<file path="config.mk">
export PLATFORM = sky130hd
export DESIGN_NAME = elevator_ctrl_n
export DESIGN_NICKNAME = d
export VERILOG_FILES = /design/src/rtl/elevator_ctrl_n_pkg.sv /design/src/rtl/elevator_ctrl_n_timer.sv /design/src/rtl/elevator_ctrl_n.sv
export SDC_FILE = /design/constraint.sdc
export NUM_CORES = 1
export LEC_CHECK = 0
export BUFFER_PORTS_ARGS = -buffer_cell sky130_fd_sc_hd__buf_2
export CAP_MARGIN = 30
export CORE_MARGIN = 4
export CORE_UTILIZATION = 50
export DETAILED_ROUTE_END_ITERATION = 12
export PLACE_DENSITY = 0.72
export REMOVE_ABC_BUFFERS = 1
export SYNTH_ARGS = -nofsm -noshare
export SYNTH_HDL_FRONTEND = slang
export SYNTH_SLANG_ARGS = --single-unit
export TNS_END_PERCENT = 100
</file>
<file path="constraint.sdc">
create_clock -name clk_i -period 2.4 [get_ports clk_i]
set_input_delay 0.36 -clock clk_i [delete_from_list [all_inputs] [get_ports clk_i]]
set_output_delay 0.36 -clock clk_i [all_outputs]
set_load 0.005 [all_outputs]
</file>
<file path="src/rtl/elevator_ctrl_n_pkg.sv">
// Shared definitions for the N-floor elevator controller: state encodings,
// a width helper and the direction-aware "calls ahead" reduction.
package elevator_ctrl_n_pkg;

  localparam int MAX_FLOORS = 16;

  typedef enum logic [1:0] {
    ST_CLOSED = 2'd0,
    ST_OPEN   = 2'd1,
    ST_MOVING = 2'd2
  } state_e;

  // Bits needed to index n items, never less than one.
  function automatic int width_of(input int n);
    return (n <= 2) ? 1 : $clog2(n);
  endfunction

  // True when any pending call lies strictly above (up=1) or below (up=0) floor f.
  function automatic logic any_ahead(input logic [MAX_FLOORS-1:0] p,
                                     input logic [3:0]            f,
                                     input logic                  up);
    logic hit;
    hit = 1'b0;
    for (int i = 0; i < MAX_FLOORS; i++) begin
      if (p[i] && (up ? (4'(i) > f) : (4'(i) < f))) hit = 1'b1;
    end
    return hit;
  endfunction

endpackage

</file>
<file path="src/rtl/elevator_ctrl_n_timer.sv">
// Loadable down-counter shared by door and travel timing; it holds at zero.
module elevator_ctrl_n_timer #(
  parameter int W = 2
) (
  input  logic         clk_i,
  input  logic         rst_i,
  input  logic         load_i,
  input  logic [W-1:0] value_i,
  input  logic         en_i,
  output logic         zero_o
);

  logic [W-1:0] count_q, count_d;

  // Load takes priority over counting down; the count saturates at zero.
  always_comb begin
    count_d = count_q;
    if (load_i)                        count_d = value_i;
    else if (en_i && count_q != '0)    count_d = count_q - W'(1);
  end

  // Counter register with synchronous reset.
  always_ff @(posedge clk_i) begin
    if (rst_i) count_q <= '0;
    else       count_q <= count_d;
  end

  assign zero_o = (count_q == '0);

endmodule

</file>
<file path="src/rtl/elevator_ctrl_n.sv">
// N-floor SCAN elevator controller with latched calls, door hold and timed travel.
//
//   state     | meaning
//   ----------+-----------------------------------------------------------
//   ST_CLOSED | stopped at a floor, door shut, choosing what to do next
//   ST_OPEN   | stopped at a floor, door open, door timer running
//   ST_MOVING | travelling from floor_q one step in dir_q, travel timer running
module elevator_ctrl_n
  import elevator_ctrl_n_pkg::*;
#(
  parameter int NUM_FLOORS    = 3,
  parameter int TRAVEL_CYCLES = 2,
  parameter int DOOR_CYCLES   = 2
) (
  input  logic                  clk_i,
  input  logic                  rst_i,
  input  logic [NUM_FLOORS-1:0] flr_req_i,
  input  logic                  door_block_i,
  output logic [NUM_FLOORS-1:0] at_flr_o,
  output logic                  door_open_o,
  output logic                  moving_o,
  output logic                  dir_up_o,
  output logic [NUM_FLOORS-1:0] pending_o
);

  localparam int FW   = width_of(NUM_FLOORS);
  localparam int TMAX = (TRAVEL_CYCLES > DOOR_CYCLES) ? TRAVEL_CYCLES : DOOR_CYCLES;
  localparam int TW   = width_of(TMAX);

  localparam logic [FW-1:0] TOP_FLOOR   = FW'(NUM_FLOORS - 1);
  localparam logic [TW-1:0] TRAVEL_LOAD = TW'(TRAVEL_CYCLES - 1);
  localparam logic [TW-1:0] DOOR_LOAD   = TW'(DOOR_CYCLES - 1);

  state_e                state_q, state_d;
  logic [FW-1:0]         floor_q, floor_d;
  logic                  dir_q, dir_d;
  logic [NUM_FLOORS-1:0] pending_q, pending_d;

  logic          tmr_load, tmr_en, tmr_zero;
  logic [TW-1:0] tmr_val;

  logic [FW-1:0] next_floor;
  logic          ahead_cur, behind_cur, ahead_next;
  logic          here_call, arrive_hit, depart_up;

  elevator_ctrl_n_timer #(.W(TW)) u_timer (
    .clk_i   (clk_i),
    .rst_i   (rst_i),
    .load_i  (tmr_load),
    .value_i (tmr_val),
    .en_i    (tmr_en),
    .zero_o  (tmr_zero)
  );

  assign next_floor = dir_q ? (floor_q + FW'(1)) : (floor_q - FW'(1));
  assign ahead_cur  = any_ahead(16'(pending_q), 4'(floor_q), dir_q);
  assign behind_cur = any_ahead(16'(pending_q), 4'(floor_q), ~dir_q);
  assign ahead_next = any_ahead(16'(pending_q), 4'(next_floor), dir_q);
  assign here_call  = door_block_i | flr_req_i[floor_q];
  // A call for the arrival floor raised on the arrival edge itself is served
  // too, so the bit can never be left stranded at a floor the car stops at.
  assign arrive_hit = pending_q[next_floor] | flr_req_i[next_floor];

  // Departure direction: keep going if calls are ahead, otherwise reverse;
  // the end floors pin the direction so the car cannot run off either end.
  always_comb begin
    depart_up = ahead_cur ? dir_q : ~dir_q;
    if (floor_q == '0)             depart_up = 1'b1;
    else if (floor_q == TOP_FLOOR) depart_up = 1'b0;
  end

  // Next-state, request latching and timer control.
  always_comb begin
    state_d   = state_q;
    floor_d   = floor_q;
    dir_d     = dir_q;
    pending_d = pending_q | flr_req_i;
    tmr_load  = 1'b0;
    tmr_val   = DOOR_LOAD;
    tmr_en    = 1'b0;
    case (state_q)
      ST_CLOSED: begin
        pending_d[floor_q] = pending_q[floor_q];
        if (here_call) begin
          state_d  = ST_OPEN;
          tmr_load = 1'b1;
          tmr_val  = DOOR_LOAD;
        end else if (ahead_cur || behind_cur) begin
          state_d  = ST_MOVING;
          dir_d    = depart_up;
          tmr_load = 1'b1;
          tmr_val  = TRAVEL_LOAD;
        end
      end
      ST_OPEN: begin
        pending_d[floor_q] = pending_q[floor_q];
        if (here_call) begin
          tmr_load = 1'b1;
          tmr_val  = DOOR_LOAD;
        end else if (tmr_zero) begin
          state_d = ST_CLOSED;
        end else begin
          tmr_en = 1'b1;
        end
      end
      ST_MOVING: begin
        if (!tmr_zero) begin
          tmr_en = 1'b1;
        end else begin
          floor_d = next_floor;
          if (arrive_hit) begin
            state_d               = ST_OPEN;
            pending_d[next_floor] = 1'b0;
            tmr_load              = 1'b1;
            tmr_val               = DOOR_LOAD;
          end else if (ahead_next) begin
            tmr_load = 1'b1;
            tmr_val  = TRAVEL_LOAD;
          end else begin
            state_d = ST_CLOSED;
          end
        end
      end
      default: state_d = ST_CLOSED;
    endcase
  end

  // State registers with synchronous reset to floor 0, door shut, heading up.
  always_ff @(posedge clk_i) begin
    if (rst_i) begin
      state_q   <= ST_CLOSED;
      floor_q   <= '0;
      dir_q     <= 1'b1;
      pending_q <= '0;
    end else begin
      state_q   <= state_d;
      floor_q   <= floor_d;
      dir_q     <= dir_d;
      pending_q <= pending_d;
    end
  end

  // One-hot floor LEDs decoded from the registered floor index.
  always_comb begin
    at_flr_o = '0;
    for (int i = 0; i < NUM_FLOORS; i++) begin
      at_flr_o[i] = (floor_q == FW'(i));
    end
  end

  assign door_open_o = (state_q == ST_OPEN);
  assign moving_o    = (state_q == ST_MOVING);
  assign dir_up_o    = dir_q;
  assign pending_o   = pending_q;

endmodule

</file>
* Word-level counts from Yosys, hierarchy flattened
Cells that the tools add are included.
** Word-level totals
- Flip-flop bits (word level) :: 9
- Latch bits :: 0
- Memory bits (writable) :: 0
- Memory bits (read-only) :: 0
- Input port bits :: 6
- Logic and storage cells :: 118
- Memories :: 0
** Operators by class
- Add/sub/neg operators :: 3
- Multipliers :: 0
- Divide/modulo/power cells :: 0
- Order comparisons :: 14
- Eq/ne operators :: 10
- Shift-type cells :: 0
- Muxes and demuxes :: 58
- Bitwise operators :: 8
- Reductions and logical operators :: 20
** Operators with widths (number)
- 1-bit two-way mux :: 37
- 2-bit two-way mux :: 8
- 1-bit logical AND :: 12
- 1-bit binary-select mux with 2-bit select :: 4
- 1-bit by 2-bit less-than comparator with 1-bit output, first input constant :: 4
- 2-bit by 3-bit less-than comparator with 1-bit output, second input constant :: 2
- 3-bit two-way mux :: 2
- 2-bit inequality test, second input constant :: 3
- 3-bit inequality test, second input constant :: 2
- 2-bit case mux with 3 select lines :: 1
- 3-bit case mux with 2 select lines :: 1
- 5-bit AND reduction :: 1
- 1-bit demux with 2-bit select :: 2
- 2-bit by 1-bit equality test with 1-bit output, second input constant :: 2
- 2-bit equality test, second input constant :: 2
- 2-bit by 1-bit greater-or-equal comparator with 1-bit output, second input constant :: 2
- 1-bit by 2-bit greater-than comparator with 1-bit output, first input constant :: 2
- 2-bit greater-than comparator, first input constant :: 2
- 2-bit logical NOT :: 2
- 2-bit less-than comparator, first input constant :: 2
- 4-bit AND reduction :: 1
- 3-bit AND :: 1
- 3-bit bitwise mux :: 1
- 3-bit by 2-bit inequality test with 1-bit output, second input constant :: 1
- 13 further kinds :: 16

* Logic depth before layout (Yosys ltp)
Gate-level depths: netlist of run 1.
- Depth after elaboration :: 13
- Gate-level depth with buffers :: 8
- Depth with buffers taken out :: 7

* Cells and area by module
From an unflattened synthesis of run 1, not the netlist that was laid out.
** Second synthesis, totals
- Cells, all modules :: 107
- Area total of the unflattened synthesis :: 845.8 um^2
** By module, submodules not included
- elevator_ctrl_n :: instances 1, cells each 103, area an instance 798.3 um^2, seq. area each 160.2 um^2
- elevator_ctrl_n_timer :: instances 1, cells each 4, area an instance 47.5 um^2, seq. area each 20.0 um^2

* Worst setup path after synthesis of run 1
No wires, ideal clock.
- Path type :: flip-flop to flip-flop
- Start point :: register floor_q[0]
- End point :: register pending_q[1] (netlist: pending_o[1])
- Setup time :: 0.131 ns
- Data arrival time :: 2.053 ns
- Setup slack :: 0.215 ns
- Cell stages (with the launch flop) :: 8
- Buffers on the path :: 1
- Period minus slack after synthesis :: 2.185 ns
- Path through :: dfxtp_1 buf_6 inv_1 ha_1 xnor2_2 or4_2 a211oi_1 a211oi_1
** Between the ends
- Cells in the longest elaborated chain, start to end :: 11
- Elaborated cells on any way between the ends :: 26
** RTL lines
- start: declaration :: line elevator_ctrl_n.sv:35 : logic [FW-1:0] floor_q, floor_d;
- start signal: assignment :: line elevator_ctrl_n.sv:137 : floor_q <= floor_d;
- 2-bit by 1-bit subtractor with 2-bit output / 2-bit by 1-bit adder with 2-bit output (equally long branches) :: line elevator_ctrl_n.sv:55 : assign next_floor = dir_q ? (floor_q + FW'(1)) : (floor_q - FW'(1));
- 2-bit two-way mux :: line elevator_ctrl_n.sv:55
- 2-bit by 3-bit less-than comparator with 1-bit output (not written as such) / 2-bit by 1-bit greater-or-equal comparator with 1-bit output (equally long branches) :: line elevator_ctrl_n.sv:113 : pending_d[next_floor] = 1'b0;
- 1-bit logical AND (not written as such) :: line elevator_ctrl_n.sv:113
- 1-bit two-way mux (not written as such) :: line elevator_ctrl_n.sv:113
- 1-bit demux with 2-bit select :: line elevator_ctrl_n.sv:113
- 3-bit NOT (no line)
- 3-bit AND (no line)
- 3-bit two-way mux :: line elevator_ctrl_n.sv:111 : if (arrive_hit) begin
- 3-bit two-way mux :: line elevator_ctrl_n.sv:107 : if (!tmr_zero) begin
- 3-bit case mux with 2 select lines (*) :: line elevator_ctrl_n.sv:81 : case (state_q)
- end signal: assignment :: line elevator_ctrl_n.sv:139 : pending_q <= pending_d;
- end: declaration :: line elevator_ctrl_n.sv:37 : logic [NUM_FLOORS-1:0] pending_q, pending_d;
Mark *: on every way between the ends. The rest lies on a longest branch, timed or not. The select of a mux whose other input is x is not followed.
A chain may end at the register's enable or synchronous reset.

* Worst setup path after layout of run 1
Same ends and word-level chain as after synthesis.

==> impl_summary.txt, run 1 <==
----------------------------------------------------
[Global route]
  Antenna violations before repair ... 0
  GRT met3 Usage ... 0.0572
  Met2 usage ... 0.333
  Overall Global Routing Usage ... 0.199
  First-pass GRT wire length ... about 3800 um
  Met1 demand-to-capacity share in global routing ... 0.262
  Largest net degree at the start of global routing ... 14
  Via count of the first global-routing pass ... about 810
  Most Used Layer, Global Route ... met2
  Grt ovf ... 0

[Yosys]
  Number of synthesis warnings ... 0
  Avg Synthesized Cell Area ... 8.06 um^2
  Seq/Total Area, Yosys ... 0.209
  Syn Inst Count ... ~110
  Adder-cell area share of the yosys netlist ... 0.131
  Most frequent cells after synthesis ... 11 x inv_1, 10 x nand2_1, 10 x nor2_1
  Post-synthesis mux area share ... 0.0305
  Synth top area cells ... dfxtp_1 21%, ha_1 13%, inv_1 4.8%
  Complex-gate fraction of the synthesized area ... 0.335
  Number of synthesized flops with an enable pin ... 0
  Simple-gate area share of the yosys netlist ... 0.187
  Portion of synthesized cell area occupied by the leading cell type ... 0.209
  Distinct cell type count after synthesis ... 42
  Area share of xor/xnor cells in the synthesized design ... 0.0290
  Main flop type after synthesis ... dfxtp_1
  Netlist Area Pre-Place ... about 860 um^2
  Combinational family with the most area after synthesis ... compound AO/OA/AOI/OAI gates
  Share of synthesized flip-flops with an asynchronous set or reset ... 0
  Library cell with the largest summed area after synthesis ... dfxtp_1
  Cell with the most instances after synthesis ... inv_1
  Post-synthesis sequential element count ... 9

[Layout]
  # fillers ... between 100 and 150
  Area taken by multi-input logic gates ... approximately 610 um^2
  Layout Cell Area excl Fill ... ~980 um^2
  Final #Nets ... between 100 and 150
  Proportion of layout cells with a drive suffix above 1 ... 0.224
  Diodes inserted ... 0
  Sequential cell area ... roughly 180 um^2
  Area growth from synthesis to layout ... 13.2%

[STA]
  Final hold viol count ... 0
  Number of pins with negative max-slew slack in the final report ... 0
  Final setup margin ... approximately 0.28 ns
  Achievable Freq ... around 0.47 GHz
  # setup viols final ... 0
  Slew Limit Headroom ... 0.712
  Sum of negative setup slack ... 0 ns
  Final clock skew ... 0.000246 ns
  Unrepaired setup endpoints after global routing ... no
  Share of the clock period used by the worst path ... 0.883
  Transition time at the pin with the least slew margin ... ~0.43 ns
  Final Critical Period ... 2.12 ns

[Pwr]
  Power per standard cell area ... between 800 and 900 nW/um^2
  Switching power total ... around 0.0004 W
  Proportion of power drawn by combinational gates ... 0.568
  Internal Pwr Total ... ~0.00046 W
  Sw Share ... 0.460
  Flop pwr share ... 0.287
  LEAKAGE ... about 0.43 nW
  Clock share of power ... 0.145
  Max rail drop VDD ... around 560 uV

[Placement]
  Final Wtd Congestion ... slightly below 1
  Cell area reported after detailed placement ... approximately 950 um^2
  Worst slack at placement ... between 0.3 and 0.4 ns
  HPWL after detailed placement ... 1730 um
  Input/output buffers ... 14

[Floorplan]
  Site row count ... 14
  Die outline area ... around 2500 um^2
  Core region area ... 1560 um^2
  Die outline width ... ~50 um
  Initial core utilization ... 0.553
  Io pins ... 15
  Die Span Y ... 49.5 um

[Clocking]
  Clock latency at the later pin of the worst-skew pair ... approximately 0.27 ns
  H-tree depth ... 1
  TritonCTS clock tree ... yes
  Resized Gates After CTS ... 0
  Setup repair bufs after CTS ... 0
  Root cell of the clock tree ... clkbuf_4
  Total CTS buffers ... 3
  Hold-fix buffers, CTS ... 0
  Buffer levels on the longest clock path ... 2
  Number of sinks handled by clock tree synthesis ... 9
  Clock-pin slew reported for the worst setup and hold paths after clock tree synthesis ... around 0.07 ns

[Routing]
  WL per Instance ... roughly 17 um
  Total wire length after detailed routing ... approximately 2300 um
  Vias per Instance ... approximately 6.3
  First-iteration detailed-routing DRC count ... 43
  Routed via count ... 893
  Length of the first detailed-routing pass in iterations ... 4
  DRC violation count after routing ... 0
  Number of antenna-violating nets in the routed design ... 0

[Critical path]
  Arrival time worst endpoint ... approximately 2.3 ns
  Category of the critical setup timing path ... register to register
  List of cells traversed by the critical path ... inv_1 -> ha_1 -> xnor2_2 -> or4_2 -> a211oi_1 -> a211oi_1
  Type of destination of the critical path ... register
  Most used cell, CP ... a211oi_1
  Maximum single-stage delay on the critical path ... roughly 0.63 ns
  Setup crit start kind ... register
  CP Max Fanout ... 6
  Crit path max-delay cell type ... or4_2
  Required time reported for the critical path endpoint ... around 2.6 ns

[Run status]
  Status ... finished, final reports clean

[Run]
  Max-Cap Viols ... 0

[Hold path]
  Worst hold path class ... input pin to register

----------------------------------------------------
[placed cells by master, fill, tap and decap left out, types with 5 or more instances in the layout]
master / netlist / layout
inv_1: 11 / 11
nor2_1: 10 / 10
buf_2: 0 / 14
a21oi_1: 7 / 7
a211oi_1: 5 / 5
ha_1: 9 / 9
nand2_1: 10 / 10
dfxtp_1: 9 / 9
[stage by stage]
| step | hold slack (ns) | utilization | total power, W | instances |
|---|---|---|---|---|
| global route | 0.398 | 0.626 | 0.000916 | 141 |
| CTS | 0.380 | 0.626 | 0.000840 | 141 |
| floorplan | 0.429 | - | 0.000577 | 104 |
| global placement | 0.543 | 0.608 | 0.000708 | 137 |
| detailed placement | 0.552 | 0.608 | 0.000712 | 137 |
| finish | 0.388 | 0.626 | 0.000849 | 141 |
[critical path: cells and delay by family (launching register included)]
kind,cells,cell delay (ns)
AOI/OAI and AO/OA,2,0.33
xor gates and xnor gates,1,0.20
adders and majority gates,1,0.37
buffers and inverters,1,0.11
DFF,1,0.34
and+or+nand+nor,1,0.63
[area by class of cell]
cell class,count,area share
tap,16,0.0205
inverter,11,0.0423
sequential,9,0.185
clock buffer,3,0.0231
clock inverter,1,0.00513
multi-input combinational,84,0.629
timing repair buffer,17,0.0949
[layer usage]
metal / routed length (um) / part of all wire
met1: 975 / 0.42
met2: 1070 / 0.46
met3: 291 / 0.12
met4: 0 / 0
met5: 0 / 0
[flip-flops by register name (all words and copies together) (netlist names)]
signal	flops
dir_up_o	1
floor_q	2
pending_o	3
state_q	2
u_timer.count_q	1
[power by group through the flow]
stage | sequential (W) | clock, W | combinational, W
global placement | 0.000241 | 0 | 0.000467
finish | 0.000243 | 0.000123 | 0.000482
global route | 0.000247 | 0.000138 | 0.000531
CTS | 0.000240 | 0.000129 | 0.000471
floorplan | 0.000234 | 0 | 0.000343
detailed placement | 0.000244 | 0 | 0.000468
[cell families after synthesis]
group,after synthesis
simple gates,32
xor+xnor,2
fa+ha+maj,9
buf+inv,14
flops,9
mux,2
compound gates,39
[path summary, 6_finish.rpt]
check,start,to,slack [ns],cells past startpoint
hold reg to reg,state_q[1]$_SDFFE_PP0P_,state_q[1]$_SDFFE_PP0P_,0.57,2
setup / recovery,floor_q[0]$_SDFFE_PP0P_,pending_o[1]$_SDFF_PP0_,0.28,6
hold / removal,rst_i,floor_q[0]$_SDFFE_PP0P_,0.39,2
setup reg to reg,floor_q[0]$_SDFFE_PP0P_,pending_o[1]$_SDFF_PP0_,0.28,6
No activity file was read; power rests on OpenSTA's default activity.
==> run 2: changes to the inputs <==
--- a/config.mk
+++ b/config.mk
@@ -5,12 +5,14 @@
 export SDC_FILE = /design/constraint.sdc
 export NUM_CORES = 1
 export LEC_CHECK = 0
+export ABC_AREA = 1
 export BUFFER_PORTS_ARGS = -buffer_cell sky130_fd_sc_hd__buf_2
 export CAP_MARGIN = 30
+export CORE_ASPECT_RATIO = 0.75
 export CORE_MARGIN = 4
 export CORE_UTILIZATION = 50
 export DETAILED_ROUTE_END_ITERATION = 12
-export PLACE_DENSITY = 0.72
+export PLACE_DENSITY = 0.71
 export REMOVE_ABC_BUFFERS = 1
 export SYNTH_ARGS = -nofsm -noshare
 export SYNTH_HDL_FRONTEND = slang
==> impl_summary.txt, run 2 <==
----------------------------------------------------
[Layout]
  Number of flip-flops in the largest register ... 3
  Final #Nets ... around 190
  Utilization after layout ... 0.612
  Most frequent cells in the layout ... 35 x nand2_1, 19 x nor2_1, 18 x inv_1
  Area growth from synthesis to layout ... 10.7%
  Proportion of layout cells with a drive suffix above 1 ... 0.241
  Most common cell after layout, fill and taps aside ... nand2_1
  Diodes inserted ... 0
  # fillers ... ~180

[Yosys]
  Syn Inst Count ... between 150 and 200
  Synth top area cells ... dfxtp_1 18%, nand2_1 13%, ha_1 11%
  Main flop type after synthesis ... dfxtp_1
  Number of synthesis warnings ... 0
  Post-synthesis sequential element count ... 9
  Cell with the most instances after synthesis ... nand2_1
  Library cell with the largest summed area after synthesis ... dfxtp_1
  Share of synthesized flip-flops with an asynchronous set or reset ... 0
  Most frequent cells after synthesis ... 35 x nand2_1, 19 x nor2_1, 18 x inv_1
  Number of synthesized flops with an enable pin ... 0
  Netlist Area Pre-Place ... between 900 and 1000 um^2
  Seq/Total Area, Yosys ... 0.180
  Distinct cell type count after synthesis ... 27
  Portion of synthesized cell area occupied by the leading cell type ... 0.180
  Avg Synthesized Cell Area ... approximately 6.5 um^2

[Clocking]
  Setup repair bufs after CTS ... 0
  Hold-fix buffers, CTS ... 0
  Buffer levels on the longest clock path ... 2
  Total CTS buffers ... 3
  Clock latency at the later pin of the worst-skew pair ... around 0.27 ns
  Clock-pin slew reported for the worst setup and hold paths after clock tree synthesis ... 0.07 ns
  Resized Gates After CTS ... 0
  TritonCTS clock tree ... yes
  Number of sinks handled by clock tree synthesis ... 9
  Root cell of the clock tree ... clkbuf_4
  H-tree depth ... 1

[Global route]
  First-pass GRT wire length ... ~4500 um
  Overall Global Routing Usage ... 0.224
  Grt ovf ... 0
  Via count of the first global-routing pass ... around 980
  Antenna violations before repair ... 0
  Largest net degree at the start of global routing ... 13

[Critical path]
  Arrival time worst endpoint ... around 2.2 ns
  List of cells traversed by the critical path ... inv_2 -> ha_1 -> inv_1 -> nand2_2 -> nand2_2 -> nand3_1 -> nand2_1 -> inv_1 -> nand3_1 -> nand3_2 -> nor2_1 -> nor2_2
  Crit path max-delay cell type ... dfxtp_1
  CP Max Fanout ... 11
  Setup crit start kind ... register
  Maximum single-stage delay on the critical path ... 0.50 ns
  Required time reported for the critical path endpoint ... about 2.6 ns
  Type of destination of the critical path ... register
  Category of the critical setup timing path ... register to register

[Pwr]
  Internal Pwr Total ... between 0.0006 and 0.0007 W
  Flop pwr share ... 0.232
  Switching power total ... a little over 0.0007 W
  Power per standard cell area ... ~1200 nW/um^2
  LEAKAGE ... about 0.55 nW
  Overall power of the completed layout ... roughly 0.0013 W
  Max rail drop VDD ... 668 uV
  Proportion of power drawn by combinational gates ... 0.675
  Clock share of power ... 0.093
  Sw Share ... 0.542

[STA]
  Final hold viol count ... 0
  Achievable Freq ... between 0.5 and 0.6 GHz
  Final Critical Period ... roughly 2 ns
  Worst Hold Slack ... about 0.29 ns
  Slew Limit Headroom ... 0.684
  Share of the clock period used by the worst path ... 0.831
  Sum of negative setup slack ... 0 ns
  Unrepaired setup endpoints after global routing ... no
  Final setup margin ... 0.406 ns
  # setup viols final ... 0
  Number of pins with negative max-slew slack in the final report ... 0
  Final clock skew ... about 0.0019 ns
  Transition time at the pin with the least slew margin ... about 0.47 ns

[Floorplan]
  Die outline width ... between 50 and 60 um
  Site row count ... 13
  Core region area ... approximately 1800 um^2
  Io pins ... 15
  Die outline area ... about 2800 um^2
  Die Span Y ... approximately 47 um
  Initial core utilization ... 0.553

[Routing]
  Length of the first detailed-routing pass in iterations ... 4
  Sum of met3 wire segment lengths after detailed routing ... 440 um
  Vias per Instance ... roughly 5.4
  Met1 wire length ... approximately 1100 um
  DRC violation count after routing ... 0
  Number of antenna-violating nets in the routed design ... 0
  First-iteration detailed-routing DRC count ... between 40 and 50
  Total wire length after detailed routing ... 2650 um
  WL per Instance ... between 10 and 15 um
  Wire length on met2 ... approximately 1100 um
  Routed via count ... around 1000
  Topmost layer with routed signal wires ... met4

[Run status]
  Status ... finished, final reports clean

[Placement]
  Final Wtd Congestion ... 0.962
  Input/output buffers ... 14
  Worst slack at placement ... 0.471 ns
  HPWL after detailed placement ... approximately 2100 um

[Hold path]
  Worst hold path class ... input pin to register

[Run]
  Max-Cap Viols ... 0

----------------------------------------------------
[run 2: power by group through the flow]
stage | registers (W) | clock network (W) | logic (W)
after global routing | 0.000324 | 0.000139 | 0.00103
after detailed placement | 0.000311 | 0 | 0.000894
final | 0.000311 | 0.000125 | 0.000905
after CTS | 0.000309 | 0.000133 | 0.000899
after global placement | 0.000308 | 0 | 0.000885
after floorplan | 0.000291 | 0 | 0.000674
[run 2: final timing paths]
kind / cells past startpoint / startpoint / endpoint / slack (ns)
max: 12 / floor_q[0]$_SDFFE_PP0P_ / state_q[0]$_SDFFE_PP0P_ / 0.41
max reg2reg: 12 / floor_q[0]$_SDFFE_PP0P_ / state_q[0]$_SDFFE_PP0P_ / 0.41
min reg2reg: 2 / u_timer.count_q$_SDFFE_PP0P_ / u_timer.count_q$_SDFFE_PP0P_ / 0.57
min: 2 / rst_i / u_timer.count_q$_SDFFE_PP0P_ / 0.29
[run 2: cells by family (layout without fill, tap and decap cells)]
logic type               Yosys count  in the layout  synth area share
AO/OA/AOI/OAI                     32             32             0.200
adder cells (fa/ha/maj)            9              9             0.113
buffers and inverters             23             40             0.109
flip-flops                         9              9             0.180
AND/OR/NAND/NOR                   80             80             0.397
[run 2: routing by layer]
metal,vias up,GRT usage
li1,529,-
met1,445,0.310
met2,68,0.314
met3,4,0.0896
met4,0,0.0752
met5,-,0
[run 2: layout make-up]
class                           count  area [um^2]  area share
Clock inverter                      1         5.00     0.00453
Inverter                           20         75.1      0.0680
Multi-Input combinational cell    121          709       0.642
Clock buffer                        3         22.5      0.0204
Timing Repair Buffer               16         85.1      0.0770
Tap cell                           22         27.5      0.0249
Sequential cell                     9          180       0.163
[run 2: metrics by stage]
| step | cell area, um^2 | cells |
|---|---|---|
| 2_1_floorplan | 965 | 150 |
| 3_3_place_gp | 1080 | 188 |
| 3_5_place_dp | 1080 | 188 |
| 4_1_cts | 1100 | 192 |
| 5_1_grt | 1100 | 192 |
| 6_report | 1100 | 192 |
[run 2: critical path, delay by kind of cell, from the launching register on]
kind	cells	cell delay, ns
simple gates	8	0.68
flops	1	0.50
buf+inv	3	0.35
fa+ha+maj	1	0.37
